$ cat config.mk
export PLATFORM = sky130hd
export DESIGN_NAME = issue_ctrl
export DESIGN_NICKNAME = d
export VERILOG_FILES = /design/src/rtl/issue_ctrl_pkg.sv /design/src/rtl/issue_ctrl_iq.sv /design/src/rtl/issue_ctrl.sv
export SDC_FILE = /design/constraint.sdc
export NUM_CORES = 1
export LEC_CHECK = 0
export ABC_AREA = 0
export ABC_CLOCK_PERIOD_IN_PS = 3700
export BUFFER_PORTS_ARGS = -buffer_cell sky130_fd_sc_hd__buf_2
export CELL_PAD_IN_SITES_DETAIL_PLACEMENT = 1
export CELL_PAD_IN_SITES_GLOBAL_PLACEMENT = 1
export CORE_AREA = 2 2 162 164
export CTS_BUF_LIST = sky130_fd_sc_hd__clkbuf_4 sky130_fd_sc_hd__clkbuf_8
export DETAILED_ROUTE_END_ITERATION = 6
export DIE_AREA = 0 0 164 166
export PLACE_DENSITY = 0.82
export SYNTH_ARGS = -nofsm -noshare
export SYNTH_HDL_FRONTEND = slang
export SYNTH_SLANG_ARGS = --single-unit
$ cat constraint.sdc
create_clock -name clk -period 3.7 [get_ports clk]
set_input_delay 0.37 -clock clk [delete_from_list [all_inputs] [get_ports clk]]
set_output_delay 0.37 -clock clk [all_outputs]
set_load 0.005 [all_outputs]
$ cat src/rtl/issue_ctrl_pkg.sv
`default_nettype none
// ============================================================================
//  Module  : issue_ctrl_pkg
//  Purpose : Shared widths, opcode constants, issue FSM states, IQ entry
//            layout and the opcode classifier used by the issue stage.
//  Ports   : none (package)
//  Rev     : 1.0  initial release
// ============================================================================
package issue_ctrl_pkg;

   localparam int INST_WID = 32;
   localparam int ADDR_WID = 32;
   localparam int ROB_WID  = 4;

   // RV32I major opcodes
   localparam logic [6:0] OPCODE_L     = 7'b0000011;
   localparam logic [6:0] OPCODE_S     = 7'b0100011;
   localparam logic [6:0] OPCODE_CAL   = 7'b0110011;
   localparam logic [6:0] OPCODE_CALI  = 7'b0010011;
   localparam logic [6:0] OPCODE_B     = 7'b1100011;
   localparam logic [6:0] OPCODE_LUI   = 7'b0110111;
   localparam logic [6:0] OPCODE_AUIPC = 7'b0010111;
   localparam logic [6:0] OPCODE_JAL   = 7'b1101111;
   localparam logic [6:0] OPCODE_JALR  = 7'b1100111;

   typedef enum logic [0:0] {
      ISSUE_RUN   = 1'b0,
      ISSUE_FLUSH = 1'b1
   } issue_state_e;

   typedef enum logic [1:0] {
      CLS_RS      = 2'd0,
      CLS_LSB     = 2'd1,
      CLS_ILLEGAL = 2'd2
   } inst_class_e;

   typedef struct packed {
      logic [INST_WID-1:0] inst;
      logic [ADDR_WID-1:0] pc;
      logic                pre_j;
   } iq_entry_t;

   // Which back-end unit an instruction needs, decided by its major opcode.
   function automatic inst_class_e classify(input logic [6:0] opcode);
      inst_class_e cls;
      case (opcode)
         OPCODE_L, OPCODE_S:                      cls = CLS_LSB;
         OPCODE_CAL, OPCODE_CALI, OPCODE_B,
         OPCODE_LUI, OPCODE_AUIPC, OPCODE_JAL,
         OPCODE_JALR:                             cls = CLS_RS;
         default:                                 cls = CLS_ILLEGAL;
      endcase
      return cls;
   endfunction

endpackage
`default_nettype wire

$ cat src/rtl/issue_ctrl_iq.sv
`default_nettype none
// ============================================================================
//  Module  : issue_ctrl_iq
//  Purpose : Instruction queue of the issue stage. Circular buffer whose
//            head/tail pointers carry an extra wrap bit so full and empty are
//            distinguishable without a separate counter.
//  Ports   : clk, rst_n       clock, async active-low reset
//            en               global enable; low freezes the pointers
//            flush            empty the queue (wins over push/pop)
//            push, wdata      write one entry at the tail
//            pop              drop the head entry
//            rdata            current head entry
//            full, empty      occupancy flags from registered pointers
//  Rev     : 1.0  initial release
// ============================================================================
module issue_ctrl_iq #(
   parameter int DEPTH = 4,
   parameter int WIDTH = 65
) (
   input  logic             clk,
   input  logic             rst_n,
   input  logic             en,
   input  logic             flush,
   input  logic             push,
   input  logic             pop,
   input  logic [WIDTH-1:0] wdata,
   output logic [WIDTH-1:0] rdata,
   output logic             full,
   output logic             empty
);

   localparam int PTR_WID = $clog2(DEPTH);

   logic [PTR_WID:0] head_q, head_d;
   logic [PTR_WID:0] tail_q, tail_d;
   logic [WIDTH-1:0] mem_q [DEPTH];
   logic             mem_we;

   assign empty = (head_q == tail_q);
   assign full  = (head_q[PTR_WID] != tail_q[PTR_WID]) &&
                  (head_q[PTR_WID-1:0] == tail_q[PTR_WID-1:0]);
   assign rdata = mem_q[head_q[PTR_WID-1:0]];

   always_comb begin
      head_d = head_q;
      tail_d = tail_q;
      mem_we = 1'b0;
      if (en) begin
         if (flush) begin
            head_d = '0;
            tail_d = '0;
         end else begin
            if (push && !full) begin
               tail_d = tail_q + 1'b1;
               mem_we = 1'b1;
            end
            if (pop && !empty) begin
               head_d = head_q + 1'b1;
            end
         end
      end
   end

   always_ff @(posedge clk or negedge rst_n) begin
      if (!rst_n) begin
         head_q <= '0;
         tail_q <= '0;
      end else begin
         head_q <= head_d;
         tail_q <= tail_d;
      end
   end

   // Storage needs no reset: entries are only read while the pointers say
   // they are valid.
   always_ff @(posedge clk) begin
      if (mem_we) begin
         mem_q[tail_q[PTR_WID-1:0]] <= wdata;
      end
   end

endmodule
`default_nettype wire

$ cat src/rtl/issue_ctrl.sv
`default_nettype none
// ============================================================================
//  Module  : issue_ctrl
//  Purpose : In-order issue stage between IFetch and the decoder. Buffers
//            fetched instructions, classifies the head, allocates ROB slots,
//            tracks ROB occupancy and stalls when the ROB or the target unit
//            is full. A rollback flushes everything and costs one FLUSH cycle.
//  Ports   : clk, rst_n, rdy, rollback           control
//            if_valid/if_inst/if_pc/if_pre_j     fetch side, if_ready back
//            rob_commit, rs_full, lsb_full       back-end status
//            dec_inst_done, dec_inst, dec_pc,
//            dec_pre_j, dec_rob_pos              registered issue outputs
//  Rev     : 1.0  initial release
// ============================================================================
module issue_ctrl
   import issue_ctrl_pkg::*;
#(
   parameter int IQ_DEPTH = 4,
   parameter int ROB_SIZE = 16
) (
   input  logic                clk,
   input  logic                rst_n,
   input  logic                rdy,
   input  logic                rollback,
   input  logic                if_valid,
   input  logic [INST_WID-1:0] if_inst,
   input  logic [ADDR_WID-1:0] if_pc,
   input  logic                if_pre_j,
   output logic                if_ready,
   input  logic                rob_commit,
   input  logic                rs_full,
   input  logic                lsb_full,
   output logic                dec_inst_done,
   output logic [INST_WID-1:0] dec_inst,
   output logic [ADDR_WID-1:0] dec_pc,
   output logic                dec_pre_j,
   output logic [ROB_WID-1:0]  dec_rob_pos
);

   localparam logic [ROB_WID:0] ROB_CAP = (ROB_WID+1)'(ROB_SIZE);

   issue_state_e        state_q, state_d;
   logic [ROB_WID-1:0]  rob_tail_q, rob_tail_d;
   logic [ROB_WID:0]    rob_cnt_q, rob_cnt_d;
   logic                dec_inst_done_q, dec_inst_done_d;
   logic [INST_WID-1:0] dec_inst_q, dec_inst_d;
   logic [ADDR_WID-1:0] dec_pc_q, dec_pc_d;
   logic                dec_pre_j_q, dec_pre_j_d;
   logic [ROB_WID-1:0]  dec_rob_pos_q, dec_rob_pos_d;

   iq_entry_t   push_entry;
   iq_entry_t   head_entry;
   logic        iq_full;
   logic        iq_empty;
   logic        iq_push;
   logic        iq_pop;
   inst_class_e head_cls;
   logic        unit_full;
   logic        pop_ok;
   logic        issue;
   logic        commit_eff;

   assign push_entry = '{inst: if_inst, pc: if_pc, pre_j: if_pre_j};

   // No bypass: readiness is a function of registered state and rollback.
   assign if_ready = (state_q == ISSUE_RUN) && !iq_full && !rollback;
   assign iq_push  = rdy && if_valid && if_ready;

   assign head_cls = classify(head_entry.inst[6:0]);

   always_comb begin
      unit_full = 1'b0;
      case (head_cls)
         CLS_RS:  unit_full = rs_full;
         CLS_LSB: unit_full = lsb_full;
         default: unit_full = 1'b0;
      endcase
   end

   // pop_ok covers every issue term; an illegal head is popped but gets no
   // ROB slot and produces no decoder pulse.
   assign pop_ok     = rdy && (state_q == ISSUE_RUN) && !rollback && !iq_empty &&
                       (rob_cnt_q < ROB_CAP) && !unit_full;
   assign issue      = pop_ok && (head_cls != CLS_ILLEGAL);
   assign iq_pop     = pop_ok;
   assign commit_eff = rdy && !rollback && rob_commit && (rob_cnt_q != '0);

   issue_ctrl_iq #(
      .DEPTH (IQ_DEPTH),
      .WIDTH ($bits(iq_entry_t))
   ) u_iq (
      .clk   (clk),
      .rst_n (rst_n),
      .en    (rdy),
      .flush (rollback),
      .push  (iq_push),
      .pop   (iq_pop),
      .wdata (push_entry),
      .rdata (head_entry),
      .full  (iq_full),
      .empty (iq_empty)
   );

   always_comb begin
      state_d         = state_q;
      rob_tail_d      = rob_tail_q;
      rob_cnt_d       = rob_cnt_q;
      dec_inst_done_d = dec_inst_done_q;
      dec_inst_d      = dec_inst_q;
      dec_pc_d        = dec_pc_q;
      dec_pre_j_d     = dec_pre_j_q;
      dec_rob_pos_d   = dec_rob_pos_q;

      if (rdy) begin
         if (rollback) begin
            // Entering or extending FLUSH; rollback overrides all traffic.
            state_d         = ISSUE_FLUSH;
            rob_tail_d      = '0;
            rob_cnt_d       = '0;
            dec_inst_done_d = 1'b0;
         end else begin
            state_d         = ISSUE_RUN;
            dec_inst_done_d = issue;
            if (issue) begin
               dec_inst_d    = head_entry.inst;
               dec_pc_d      = head_entry.pc;
               dec_pre_j_d   = head_entry.pre_j;
               dec_rob_pos_d = rob_tail_q;
               rob_tail_d    = rob_tail_q + 1'b1;   // wraps since ROB_SIZE == 2**ROB_WID
            end
            if (issue && !commit_eff) begin
               rob_cnt_d = rob_cnt_q + 1'b1;
            end else if (!issue && commit_eff) begin
               rob_cnt_d = rob_cnt_q - 1'b1;
            end
         end
      end
   end

   always_ff @(posedge clk or negedge rst_n) begin
      if (!rst_n) begin
         state_q         <= ISSUE_RUN;
         rob_tail_q      <= '0;
         rob_cnt_q       <= '0;
         dec_inst_done_q <= 1'b0;
         dec_inst_q      <= '0;
         dec_pc_q        <= '0;
         dec_pre_j_q     <= 1'b0;
         dec_rob_pos_q   <= '0;
      end else begin
         state_q         <= state_d;
         rob_tail_q      <= rob_tail_d;
         rob_cnt_q       <= rob_cnt_d;
         dec_inst_done_q <= dec_inst_done_d;
         dec_inst_q      <= dec_inst_d;
         dec_pc_q        <= dec_pc_d;
         dec_pre_j_q     <= dec_pre_j_d;
         dec_rob_pos_q   <= dec_rob_pos_d;
      end
   end

   assign dec_inst_done = dec_inst_done_q;
   assign dec_inst      = dec_inst_q;
   assign dec_pc        = dec_pc_q;
   assign dec_pre_j     = dec_pre_j_q;
   assign dec_rob_pos   = dec_rob_pos_q;

endmodule
`default_nettype wire
After elaboration in Yosys (flattened, before gate mapping)

Memories as Yosys holds them, arrays and structs flattened.
Index checks and enable logic that the tools add are counted.

Flip-flop bits (word level): 86
Latch bits: 0
Bits in writable memories: 260
Memory bits (read-only): 0
Bits of input ports: 73
Output and inout port bits: 71
Word-level logic and storage cells: 88
Memories: 1

Memory list:

| name       | depth | width | read ports | clocked after Yosys merged registers in | wr ports | RTL line            | RTL |
|---|---|---|---|---|---|---|---|
| u_iq.mem_q | 4     | 65    | 1          | 0                                       | 1        | issue_ctrl_iq.sv:36 | `logic [WIDTH-1:0] mem_q [DEPTH];` |

$add $sub $neg: 5
Multiply operators: 0
Div/mod/pow operators: 0
Magnitude comparators: 1
Equality and inequality tests: 14
Shift operators: 0
Mux-type cells: 18
Bitwise logic cells: 2
Reduce and logical (&&, ||, !) cells: 37

Operators with widths:

| operator            | count |
|---|---|
| $eq 7x6->1 const B  | 3 |
| $eq 7x7->1 const B  | 3 |
| $logic_and 1x1->1   | 18 |
| $mux 5              | 3 |
| $eq 7x5->1 const B  | 2 |
| $mux 3              | 4 |
| $mux 4              | 2 |
| $reduce_and 2->1    | 4 |
| $eq 7x2->1 const B  | 1 |
| $mux 1              | 7 |
| $reduce_or 7->1     | 1 |
| $add 3x1->3 const B | 2 |
| $logic_not 1->1     | 6 |
| $reduce_bool 2->1   | 3 |
| $add 5x1->5 const B | 1 |
| $lt 5x5->1 const B  | 1 |
| $reduce_bool 5->1   | 1 |
| $sub 5x1->5 const B | 1 |
| $add 4x1->4 const B | 1 |
| $pmux 2 s2          | 1 |
| $eq 3x3->1          | 1 |
| $reduce_and 3->1    | 1 |
| $reduce_bool 3->1   | 1 |
| $eq 2x1->1 const B  | 1 |
| 7 further kinds     | 8 |

Depth between registers and ports, before layout

Gate-level depths: netlist of run 1.
An unclocked memory read counts as a cell.

Depth after elaboration: 14
Mapped depth: 14
Depth with buffers taken out: 11

Cells and area by module

From an unflattened synthesis of run 1, not the netlist that was laid out.

Cell total of the unflattened synthesis: 750
Area total of the unflattened synthesis: 13212.7 um^2

By module, submodules not included:

| module        | instances | cells an instance | area an instance (um^2) |
|---|---|---|---|
| issue_ctrl_iq | 1         | 391               | 9867.0 |
| issue_ctrl    | 1         | 359               | 3345.7 |

Worst setup path after synthesis of run 1

Ideal clock, no wire load.

Path type: reg2reg
Start: register u_iq.head_q[1]
End: memory u_iq.mem_q[3][0] (enable)
Library setup time: 0.432 ns
Arrival time: 3.039 ns
Setup slack: 0.229 ns
Cell stages (with the launch flop): 7
Cells stage by stage: dfrtp_1 > clkbuf_1 > xor2_1 > o31a_1 > and3_1 > clkbuf_1 > and2_1

Cells in the longest elaborated chain, start to end: 12

Ends and longest elaborated chain:

| item                            | RTL line            | RTL |
|---|---|---|
| start: declaration              | issue_ctrl_iq.sv:34 | `logic [PTR_WID:0] head_q, head_d;` |
| start signal: assignment        | issue_ctrl_iq.sv:66 | `head_q <= '0;` |
| start signal: assignment        | issue_ctrl_iq.sv:69 | `head_q <= head_d;` |
| $eq 2x2->1                      | issue_ctrl_iq.sv:41 | `(head_q[PTR_WID-1:0] == tail_q[PTR_WID-1:0]);` |
| $logic_and 1x1->1               | issue_ctrl_iq.sv:40 | `assign full = (head_q[PTR_WID] != tail_q[PTR_WID]) &&` |
| $logic_not 1->1                 | issue_ctrl.sv:66    | `assign if_ready = (state_q == ISSUE_RUN) && !iq_full && !rollback;` |
| $logic_and 1x1->1 (2 in series) | issue_ctrl.sv:66    |  |
| net if_ready                    | issue_ctrl.sv:29    | `output logic if_ready,` |
| $logic_and 1x1->1               | issue_ctrl.sv:67    | `assign iq_push = rdy && if_valid && if_ready;` |
| $logic_and 1x1->1               | issue_ctrl_iq.sv:53 | `if (push && !full) begin` |
| $mux 1                          | issue_ctrl_iq.sv:53 |  |
| $mux 1                          | issue_ctrl_iq.sv:49 | `if (flush) begin` |
| $mux 1                          | issue_ctrl_iq.sv:48 | `if (en) begin` |
| $mux 1                          | issue_ctrl_iq.sv:77 | `if (mem_we) begin` |
| $mux 1 (not written as such)    | issue_ctrl_iq.sv:78 | `mem_q[tail_q[PTR_WID-1:0]] <= wdata;` |
| end: declaration                | issue_ctrl_iq.sv:36 |  |

The timed path passes the listed nets, and every way through them passes these cells.

Worst setup path in the final report of run 1

Start: register u_iq.head_q[0]
End: register rob_cnt_q[4]

Cells in the longest elaborated chain, start to end: 13
Elaborated cells on any way between the ends: 31
Those cells by class: 12 x eq/ne; 4 x mux; 14 x reduce/logical; 1 x memory

Ends and longest elaborated chain:

| item                                                      | RTL line             | RTL |
|---|---|---|
| $mem_v2 4x65                                              | --                   |  |
| $eq 7x6->1, or another cell as far along                  | issue_ctrl_pkg.sv:46 | `case (opcode)` |
| $reduce_or 7->1 / $reduce_or 2->1 (equally long branches) | issue_ctrl_pkg.sv:46 |  |
| $pmux 2 s2                                                | issue_ctrl_pkg.sv:46 |  |
| $eq 2x1->1 / $logic_not 2->1 (equally long branches)      | issue_ctrl.sv:73     | `case (head_cls)` |
| $pmux 1 s2                                                | issue_ctrl.sv:73     |  |
| $logic_not 1->1                                           | issue_ctrl.sv:83     | `(rob_cnt_q < ROB_CAP) && !unit_full;` |
| $logic_and 1x1->1                                         | issue_ctrl.sv:83     |  |
| $logic_and 1x1->1 (*)                                     | issue_ctrl.sv:84     | `assign issue = pop_ok && (head_cls != CLS_ILLEGAL);` |
| $logic_not 1->1                                           | issue_ctrl.sv:133    | `end else if (!issue && commit_eff) begin` |
| $logic_and 1x1->1                                         | issue_ctrl.sv:133    |  |
| $reduce_bool 3->1 (no line)                               | --                   |  |
| $reduce_and 2->1 (no line)                                | --                   |  |
| end signal: assignment                                    | issue_ctrl.sv:153    | `rob_cnt_q <= rob_cnt_d;` |
| end: declaration                                          | issue_ctrl.sv:44     | `logic [ROB_WID:0] rob_cnt_q, rob_cnt_d;` |

Mark *: on every way between the ends. The rest lies on a longest branch, timed or not.
A chain may end at the register's enable or synchronous reset.

==> impl_metrics.json, run 1 <==
{
  "cts_buffers": 54,
  "hpwl_mm": 17.7,
  "period_share_pct": 92.1,
  "clockBufferDepth": 3,
  "hold_buffers": 48,
  "yosysTopAreaCellShare_pct": 59.7,
  "power_mw": 9.27,
  "r2r-start": "u_iq.head_q[0]",
  "fill_cells": 2354,
  "cp-end-kind": "flop",
  "timing.fmax_mhz": 293,
  "skew_ns": 0.0290,
  "synth_nets": 837,
  "max-cap-violations": 0,
  "clock_latency_ns": 0.58,
  "core_um2": 25600,
  "die_h_um": 166,
  "hp-start": "if_inst[10]",
  "cts.sinks": 346,
  "yosysMostFrequentCell": "edfxtp_1",
  "seqCellArea_um2": 9970,
  "yosysWarnings": 0,
  "initial_core_util_pct": 51.1,
  "grt_pass1_wl_mm": 47.1,
  "numPortBuffers": 143,
  "globalplace.congestion": 0.727,
  "synth_edf_count": 260,
  "critPathMaxFanout": 10,
  "synth_top_cell_by_area": "edfxtp_1",
  "reg2reg_to": "rob_cnt_q[4]",
  "tightest_slew_ns": 1.02,
  "nets": 1067,
  "antenna_found_initial": 4,
  "slew_headroom_pct": 32.1,
  "dr.pass1.iters": 5,
  "yosys_most_used_dff": "edfxtp_1",
  "grt_pass1_vias": 8430,
  "worstHoldPathType": "in2reg",
  "ir_worst_vdd_v": 0.000298,
  "wl_mm": 30.0,
  "period_needed_ns": 3.41,
  "status": "finished, final reports clean",
  "finalHoldViolations": 0,
  "r2r_slack_ns": 0.29,
  "synth_area_um2": 13100,
  "p_per_area_nw_per_um2": 583,
  "cp-start-kind": "flop",
  "cts_resized": 0,
  "p_leak_nw": 6.34,
  "die_x_um": 164,
  "drc": 0,
  "hold_path_depth": 1,
  "path_clk_slew_ns": 0.06,
  "rows": 59,
  "placed_cell_area_um2": 14200,
  "cts_max_level": 2,
  "ys_seq_area_share_pct": 76.1,
  "finalInstanceArea_um2": 15900,
  "holdPathEnd": "u_iq.mem_q[0][43]",
  "worstPathRequired_ns": 4.18,
  "grt_max_degree": 70,
  "multi_input_area_um2": 2940,
  "critical_path_arrival_ns": 3.89,
  "overflow": 0,
  "synth.area.top_cells": "edfxtp_1 (60%), dfrtp_1 (16%), mux4_2 (11%)",
  "first_iter_violations": 566,
  "postRouteAntennaNets": 0,
  "tns_ns": 0,
  "avgRoutedWirePerCell_um": 22.0,
  "critPathKind": "reg2reg",
  "viasPerCell": 5.39,
  "rsz0062_at_grt": "no",
  "finalSetupViolCount": 0,
  "async_flop_share_pct": 24.9,
  "root_buffer": "clkbuf_8",
  "vias": 7371,
  "syn_area_per_cell_um2": 17.4,
  "synth_cell_types": 36,
  "synthCells": 754,
  "tritoncts": "built",
  "layout-drive-gt1-share_pct": 31.7,
  "synth_common_cells": "edfxtp_1 (260), nand2_1 (215), dfrtp_1 (86), mux4_2 (63), clkbuf_1 (17)",
  "ys_ff_latch": 346,
  "r2r_cells": 11,
  "cts_setup_buffers": 0,
  "io_pins": 144,
  "slew_violations": 0,
  "syn_to_final_growth_pct": 21.5,
  "die_area_um2": 27200,
  "grt.total_usage_pct": 22.8
}
state kept, by name (all words and copies together), names as in the netlist:
register	cells
u_iq.head_q	3
rob_tail_q	4
u_iq.mem_q	260
rob_cnt_q	5
dec_pre_j	1
dec_inst	32
u_iq.tail_q	3
dec_pc	32
dec_rob_pos	4
state_q	1
dec_inst_done	1
per-layer routing:
metal	wire length (µm)	global-route usage, %
met5	0	0
met4	916	10.0
met3	1240	4.00
met2	15500	38.5
met1	12400	29.2
worst max path at each step:
stage               cells past startpoint           start               end  slack, ns
global placement                       11  u_iq.head_q[0]      rob_cnt_q[4]       0.45
CTS                                    11  u_iq.head_q[0]      rob_cnt_q[4]       0.31
global route                           11  u_iq.head_q[0]      rob_cnt_q[4]       0.08
floorplan                               6  u_iq.head_q[1]  u_iq.mem_q[3][0]       0.23
detailed placement                     11  u_iq.head_q[0]      rob_cnt_q[4]       0.34
finish                                 11  u_iq.head_q[0]      rob_cnt_q[4]       0.29
critical path: stages (launching register included):
cell	delay, ns
dfrtp_4	0.51
mux4_2	0.59
nor3_1	0.28
o21ai_1	0.19
a211oi_4	0.25
nand2_1	0.18
fa_1	0.43
a21o_1	0.20
a21o_1	0.18
and2_1	0.15
mux2i_1	0.17
mux2i_1	0.20
where the power goes:
part,leakage (nW),total [mW],switching [mW],internal (mW)
registers,3.53,4.54,0.149,4.39
clock network,0.620,3.37,1.47,1.90
logic,2.19,1.36,0.659,0.703
total,6.34,9.27,2.28,6.99
final cells by class:
| class | count | area share [%] |
|---|---|---|
| inverters | 9 | 0.212 |
| diodes | 4 | 0.0630 |
| flip-flops and latches | 346 | 62.7 |
| clock buffers | 88 | 6.75 |
| well taps | 335 | 2.64 |
| multi-input cells | 366 | 18.5 |
| repair buffers | 207 | 8.61 |
| clock inverters | 12 | 0.535 |
kinds of logic after synthesis:
logic type	after synthesis	synth area share (%)
DFF	346	76.1
adders and majority gates	10	1.01
muxes	72	11.5
xor gates and xnor gates	9	0.746
and+or+nand+nor	249	7.69
AOI/OAI and AO/OA	26	1.35
buffers and inverters	42	1.59
cell usage in the layout, fill, tap and decap left out, drive strengths merged, types with 2 or more instances in the layout:
master and instances:
edfxtp 260, nand2 215, buf 159, clkbuf 88, dfrtp 86, mux4 63, dlygate4sd3 48, o21ai 10
inv 10, clkinv 10, mux2i 9, ha 9, nand3 7, nor2 6, and2 6, xor2 5
diode 4, nand2b 4, a21o 4, a21oi 4, xnor2 4, o211ai 3, nor3b 3, nor2b 2
nor3 2
through the flow:
step / setup WS [ns] / util, % / hold slack (ns) / std cells
floorplan: 0.229 / - / 0.0744 / 754
global placement: 0.454 / 55.6 / 0.443 / 1215
detailed placement: 0.340 / 55.6 / 0.457 / 1215
CTS: 0.311 / 62.0 / 0.000109 / 1363
global route: 0.0830 / 62.1 / 0.00690 / 1367
finish: 0.292 / 62.1 / 0.0280 / 1367
Power figures use the tool's default switching activity.
==> run 2: changes to the inputs <==
--- a/config.mk
+++ b/config.mk
@@ -11,10 +11,11 @@
 export CELL_PAD_IN_SITES_DETAIL_PLACEMENT = 1
 export CELL_PAD_IN_SITES_GLOBAL_PLACEMENT = 1
-export CORE_AREA = 2 2 162 164
+export CORE_AREA = 2 2 163 165
 export CTS_BUF_LIST = sky130_fd_sc_hd__clkbuf_4 sky130_fd_sc_hd__clkbuf_8
 export DETAILED_ROUTE_END_ITERATION = 6
-export DIE_AREA = 0 0 164 166
-export PLACE_DENSITY = 0.82
+export DIE_AREA = 0 0 165 167
+export PLACE_DENSITY = 0.81
 export SYNTH_ARGS = -nofsm -noshare
 export SYNTH_HDL_FRONTEND = slang
+export SYNTH_HIERARCHICAL = 1
 export SYNTH_SLANG_ARGS = --single-unit
==> constraint.sdc (replaced) <==
create_clock -name clk -period 3.7 [get_ports clk]
set_input_delay 0.185 -clock clk [delete_from_list [all_inputs] [get_ports clk]]
set_output_delay 0.185 -clock clk [all_outputs]
set_load 0.005 [all_outputs]
==> run 2 against run 1 <==
Compared with the run above: combinational power fell by 49%; global-route usage barely moved; cell count rose by 1.8%; sequential cell count did not move; core utilization rose by 0.93 points; worst setup slack got worse by 0.089 ns; critical endpoint unchanged; largest power group unchanged.
==> impl_metrics.json, run 2 <==
{
  "slew_headroom_pct": 40.5,
  "synthMuxAreaShare_pct": 11.3,
  "nets": 1092,
  "antenna_found_initial": 1,
  "synthAdderAreaFrac_pct": 1.00,
  "yosys.area_share.simple_pct": 7.70,
  "root_buffer": "clkbuf_8",
  "path_clk_slew_ns": 0.06,
  "die_x_um": 165,
  "synth_nets": 833,
  "wl_mm": 29.9,
  "ys_seq_area_share_pct": 75.4,
  "ir_worst_vdd_v": 0.000295,
  "layout-drive-gt1-share_pct": 33.1,
  "core_um2": 25800,
  "ys_ff_latch": 346,
  "numPortBuffers": 143,
  "power_mw": 8.24,
  "timing.fmax_mhz": 286,
  "cts.sinks": 346,
  "cp-start-kind": "flop",
  "synthXorXnorAreaFrac_pct": 0.511,
  "yosysMostFrequentCell": "edfxtp_1",
  "rows": 59,
  "rsz0062_at_grt": "no",
  "async_flop_share_pct": 24.9,
  "drc": 0,
  "synth_cell_types": 55,
  "grt.total_usage_pct": 22.8,
  "cts_resized": 0,
  "clockBufferDepth": 3,
  "critical_path_arrival_ns": 4.01,
  "synth.area.top_cells": "edfxtp_1 (59%), dfrtp_1 (16%), mux4_2 (11%)",
  "grt_pass1_wl_mm": 47.3,
  "vias": 7491,
  "hold_path_depth": 3,
  "cp-end-kind": "flop",
  "syn_area_per_cell_um2": 17.6,
  "critPathKind": "reg2reg",
  "syn_to_final_growth_pct": 22.8,
  "clock_latency_ns": 0.59,
  "finalWorstSetupSlack_ns": 0.203,
  "skew_ns": 0.0192,
  "die_area_um2": 27600,
  "dr.pass1.iters": 4,
  "synth_top_family_by_area": "multiplexers",
  "finalHoldViolations": 0,
  "critPathMaxFanout": 9,
  "max-cap-violations": 0,
  "tightest_slew_ns": 0.893,
  "finalSetupViolCount": 0,
  "p_leak_nw": 6.42,
  "hpwl_mm": 18.2,
  "period_needed_ns": 3.50,
  "synth_top_cell_by_area": "edfxtp_1",
  "cts_max_level": 2,
  "final_common_cell": "edfxtp_1",
  "synthCells": 750,
  "die_h_um": 167,
  "synth_compound_area_share_pct": 2.43,
  "mostFrequentLayoutCells": "edfxtp_1 (260), nand2_1 (205), buf_2 (142)",
  "period_share_pct": 94.5,
  "p_per_area_nw_per_um2": 508,
  "pre_cts_ws_ns": 0.188,
  "synth_common_cells": "edfxtp_1 (260), nand2_1 (206), dfrtp_1 (86), mux4_2 (65), buf_2 (11)",
  "worstHoldPathType": "in2reg",
  "status": "finished, final reports clean",
  "largest_reg_flops": 260,
  "cts_setup_buffers": 0,
  "first_iter_violations": 446,
  "initial_core_util_pct": 51.3,
  "slew_violations": 0,
  "globalplace.congestion": 0.767,
  "viasPerCell": 5.39,
  "yosys_most_used_dff": "edfxtp_1",
  "grt_max_degree": 77,
  "r2r_cells": 11,
  "worstPathRequired_ns": 4.21,
  "postRouteAntennaNets": 0,
  "yosysTopAreaCellShare_pct": 59.1,
  "synth_edf_count": 260,
  "yosysWarnings": 6,
  "grt_pass1_vias": 8433,
  "synth_area_um2": 13200,
  "tritoncts": "built",
  "avgRoutedWirePerCell_um": 21.5,
  "io_pins": 144,
  "cts_buffers": 54,
  "overflow": 0
}
[run 2: cell count changes after synthesis, moves of 5 or more]
cell | previous run | this run
o21ai_0 | 9 | 2
nand2_1 | 215 | 206
a22o_1 | 0 | 5
mux2i_1 | 9 | 0
nand3_1 | 7 | 2
buf_4 | 2 | 7
clkbuf_1 | 17 | 9
[run 2: cells by family (layout without fill, tap and decap cells)]
group / Yosys count / after routing
DFF: 346 / 346
and+or+nand+nor: 242 / 242
muxes: 68 / 68
AOI/OAI and AO/OA: 39 / 39
buffers and inverters: 39 / 344
adders and majority gates: 10 / 10
xor gates and xnor gates: 6 / 6
other: 0 / 1
[run 2: routing by layer]
layer / up-vias / share of wire, % / global-route usage, %
li1: 3359 / - / -
met1: 3881 / 42 / 30.5
met2: 193 / 52 / 38.7
met3: 58 / 4.1 / 3.61
met4: 0 / 2.1 / 6.81
met5: - / 0 / 0
[run 2: worst paths after layout]
path                           startpoint            end  slack, ns
max                        u_iq/head_q[0]   rob_cnt_q[4]       0.20
min                                   rdy  rob_tail_q[2]       0.07
max reg2reg                u_iq/head_q[0]   rob_cnt_q[4]       0.20
min reg2reg                  dec_inst[28]   dec_inst[28]       0.47
max in group asynchronous           rst_n     dec_pc[16]       2.52
min in group asynchronous           rst_n   dec_inst[25]       0.25
[run 2: report_power, final]
part | total (mW) | switching, mW | internal, mW
logic | 0.700 | 0.355 | 0.345
clock network | 3.15 | 1.46 | 1.69
registers | 4.39 | 0.0934 | 4.30
[run 2: cell type report]
cell class	instances	area [µm²]
Inverter	8	30.0
Tap cell	335	419
Timing Repair Buffer	234	1640
Clock inverter	20	97.6
Fill cell	2364	9530
Clock buffer	82	978
Sequential cell	346	9970
Multi-Input combinational cell	365	3090
Antenna cell	1	2.50
[run 2: critical path, stage by stage, from the launching register on]
cell and delay (ns):
dfrtp_4 0.53, mux4_2 0.58, or4bb_1 0.56, a31oi_2 0.25, o21a_4 0.18, nand2_4 0.07, fa_2 0.39, a21o_1 0.17
a21o_1 0.17, or2_4 0.22, o211ai_1 0.17, o31a_1 0.15
[run 2: per-stage QoR]
stage | cell area, µm² | instances | hold WS (ns) | setup TNS (ns) | util [%]
final | 16200 | 1391 | 0.0657 | 0 | 63.0
after global routing | 16200 | 1391 | 0.0520 | 0 | 63.0
after CTS | 16200 | 1390 | 0.0299 | 0 | 63.0
after detailed placement | 14500 | 1222 | 0.342 | 0 | 56.2
after global placement | 14500 | 1222 | 0.326 | 0 | 56.2
after floorplan | 13300 | 750 | -0.111 | -0.177 | -
[run 2: repair_timing]
action | CTS | global route
endpoints found under the hold margin | 317 | 0
hold buffers | 66 | 0
endpoints found under the setup margin | 0 | 0
==> run 3: changes to the inputs <==
- CORE_AREA: 2 2 163 165 -> 2 2 149 180
- DIE_AREA: 0 0 165 167 -> 0 0 151 182
==> run 3 against run 2 <==
Compared with the run above: via count is 1.3% higher; cell count is 0.79% lower; sequential power barely moved; total power increased by 0.97%; non-clock buffer count fell by 5; critical path type unchanged; wire length rose by 5.9%; core utilization is 0.28 points lower.
==> impl_metrics.json, run 3 (same netlist as run 2, synthesis figures left out) <==
{
  "p_clk_share_pct": 38.8,
  "final_common_cell": "edfxtp_1",
  "cts_buffers": 52,
  "pre_cts_ws_ns": 0.191,
  "grt.total_usage_pct": 24.1,
  "seqPwrFrac_pct": 52.7,
  "avgRoutedWirePerCell_um": 23.0,
  "swShare_pct": 23.2,
  "p_per_area_nw_per_um2": 513,
  "globalplace.congestion": 0.739,
  "rows": 65,
  "critPathMaxFanout": 10,
  "fin_util_pct": 62.7,
  "tritoncts": "built",
  "io_pins": 144,
  "rsz0062_at_grt": "no",
  "hpwl_mm": 18.7,
  "status": "finished, final reports clean",
  "p_leak_nw": 6.40,
  "timing.hold.ws_ns": 0.0581,
  "die_h_um": 182,
  "finalHoldViolations": 0,
  "dr.pass1.iters": 4,
  "finalWorstSetupSlack_ns": 0.187,
  "grt_pass1_vias": 8552,
  "grt_max_degree": 77,
  "cts_max_level": 2,
  "grt_pass1_wl_mm": 49.4,
  "critical_path_arrival_ns": 4.02,
  "initial_core_util_pct": 51.1,
  "wl_mm": 31.7,
  "cts_resized": 0,
  "syn_to_final_growth_pct": 22.8,
  "cp-start-kind": "flop",
  "combinationalPowerShare_pct": 8.5,
  "cp-end-kind": "flop",
  "period_needed_ns": 3.51,
  "period_share_pct": 94.9,
  "critPathKind": "reg2reg",
  "viasPerCell": 5.50,
  "skew_ns": 0.0249,
  "slew_headroom_pct": 39.7,
  "cts_setup_buffers": 0,
  "worstPathRequired_ns": 4.20,
  "ir_worst_vdd_v": 0.000353,
  "numPortBuffers": 143,
  "power_switching_mw": 1.93,
  "tightest_slew_ns": 0.901,
  "core_um2": 25900,
  "vias": 7587,
  "clockBufferDepth": 3,
  "largest_reg_flops": 260,
  "overflow": 0,
  "root_buffer": "clkbuf_8",
  "p_int_mw": 6.39,
  "worstHoldPathType": "in2reg",
  "drc": 0,
  "power_mw": 8.32,
  "finalSetupViolCount": 0,
  "first_iter_violations": 466,
  "mostFrequentLayoutCells": "edfxtp_1 (260), nand2_1 (205), buf_2 (142)",
  "die_x_um": 151,
  "hold_buffers": 66,
  "layout-drive-gt1-share_pct": 32.7,
  "die_area_um2": 27500,
  "max-cap-violations": 0,
  "diodes": 0,
  "timing.fmax_mhz": 285,
  "postRouteAntennaNets": 0,
  "path_clk_slew_ns": 0.06,
  "cts.sinks": 346,
  "antenna_found_initial": 0,
  "nets": 1085,
  "slew_violations": 0,
  "clock_latency_ns": 0.59
}
-- run 3: changes by cell type in the layout (fill, tap and decap cells not counted) --
cell,before,now
buf_4,20,13
clkbuf_4,24,18
clkinv_1,12,9
clkinv_2,4,7
buf_12,6,8
bufinv_16,0,2
clkbuf_8,58,57
diode_2,1,0
-- run 3: layout make-up --
cell class	instances	area [µm²]
flip-flops and latches	346	9970
fillers	2386	9640
multi-input cells	365	3090
repair buffers	229	1630
clock buffers	75	920
well taps	335	419
clock inverters	22	161
inverters	8	30.0
-- run 3: final timing paths --
| check | startpoint | endpoint | slack (ns) | cells past startpoint |
|---|---|---|---|---|
| min in group asynchronous | rst_n | dec_inst[11] | 0.23 | 2 |
| worst min-delay path | rdy | rob_tail_q[2] | 0.06 | 3 |
| max in group asynchronous | rst_n | dec_pc[20] | 2.52 | 3 |
| worst min register to register | dec_inst[0] | dec_inst[0] | 0.46 | 1 |
| worst max-delay path | u_iq/head_q[0] | rob_cnt_q[4] | 0.19 | 11 |
| worst max register to register | u_iq/head_q[0] | rob_cnt_q[4] | 0.19 | 11 |
-- run 3: stage by stage --
| stage | cells | instance area, µm² | setup TNS, ns |
|---|---|---|---|
| after global routing | 1380 | 16200 | 0 |
| after detailed placement | 1217 | 14500 | 0 |
| final | 1380 | 16200 | 0 |
| after global placement | 1217 | 14500 | 0 |
| after floorplan | 750 | 13300 | -0.177 |
| after CTS | 1380 | 16200 | 0 |
-- run 3: routing by layer --
layer  vias up  GRT usage [%]  part of all wire [%]
li1       3341              -                     -
met1      3957           29.8                    38
met2       212           42.5                    54
met3        77           4.07                   4.3
met4         0           8.97                   3.1
met5         -              0                     0
-- run 3: critical path: stages, from the launching register on --
cell	delay [ns]
dfrtp_4	0.53
mux4_2	0.57
or4bb_1	0.57
a31oi_2	0.24
o21a_4	0.18
nand2_4	0.07
fa_2	0.38
a21o_1	0.17
a21o_1	0.17
or2_4	0.22
o211ai_1	0.18
o31a_1	0.16
-- run 3: power groups by stage --
stage                     logic, mW  clock network, mW  registers, mW
final                         0.703               3.23           4.39
after global routing          0.779               3.44           4.40
after floorplan               0.386                  0           4.45
after global placement        0.607                  0           4.46
after detailed placement      0.641                  0           4.46
after CTS                     0.708               3.28           4.39
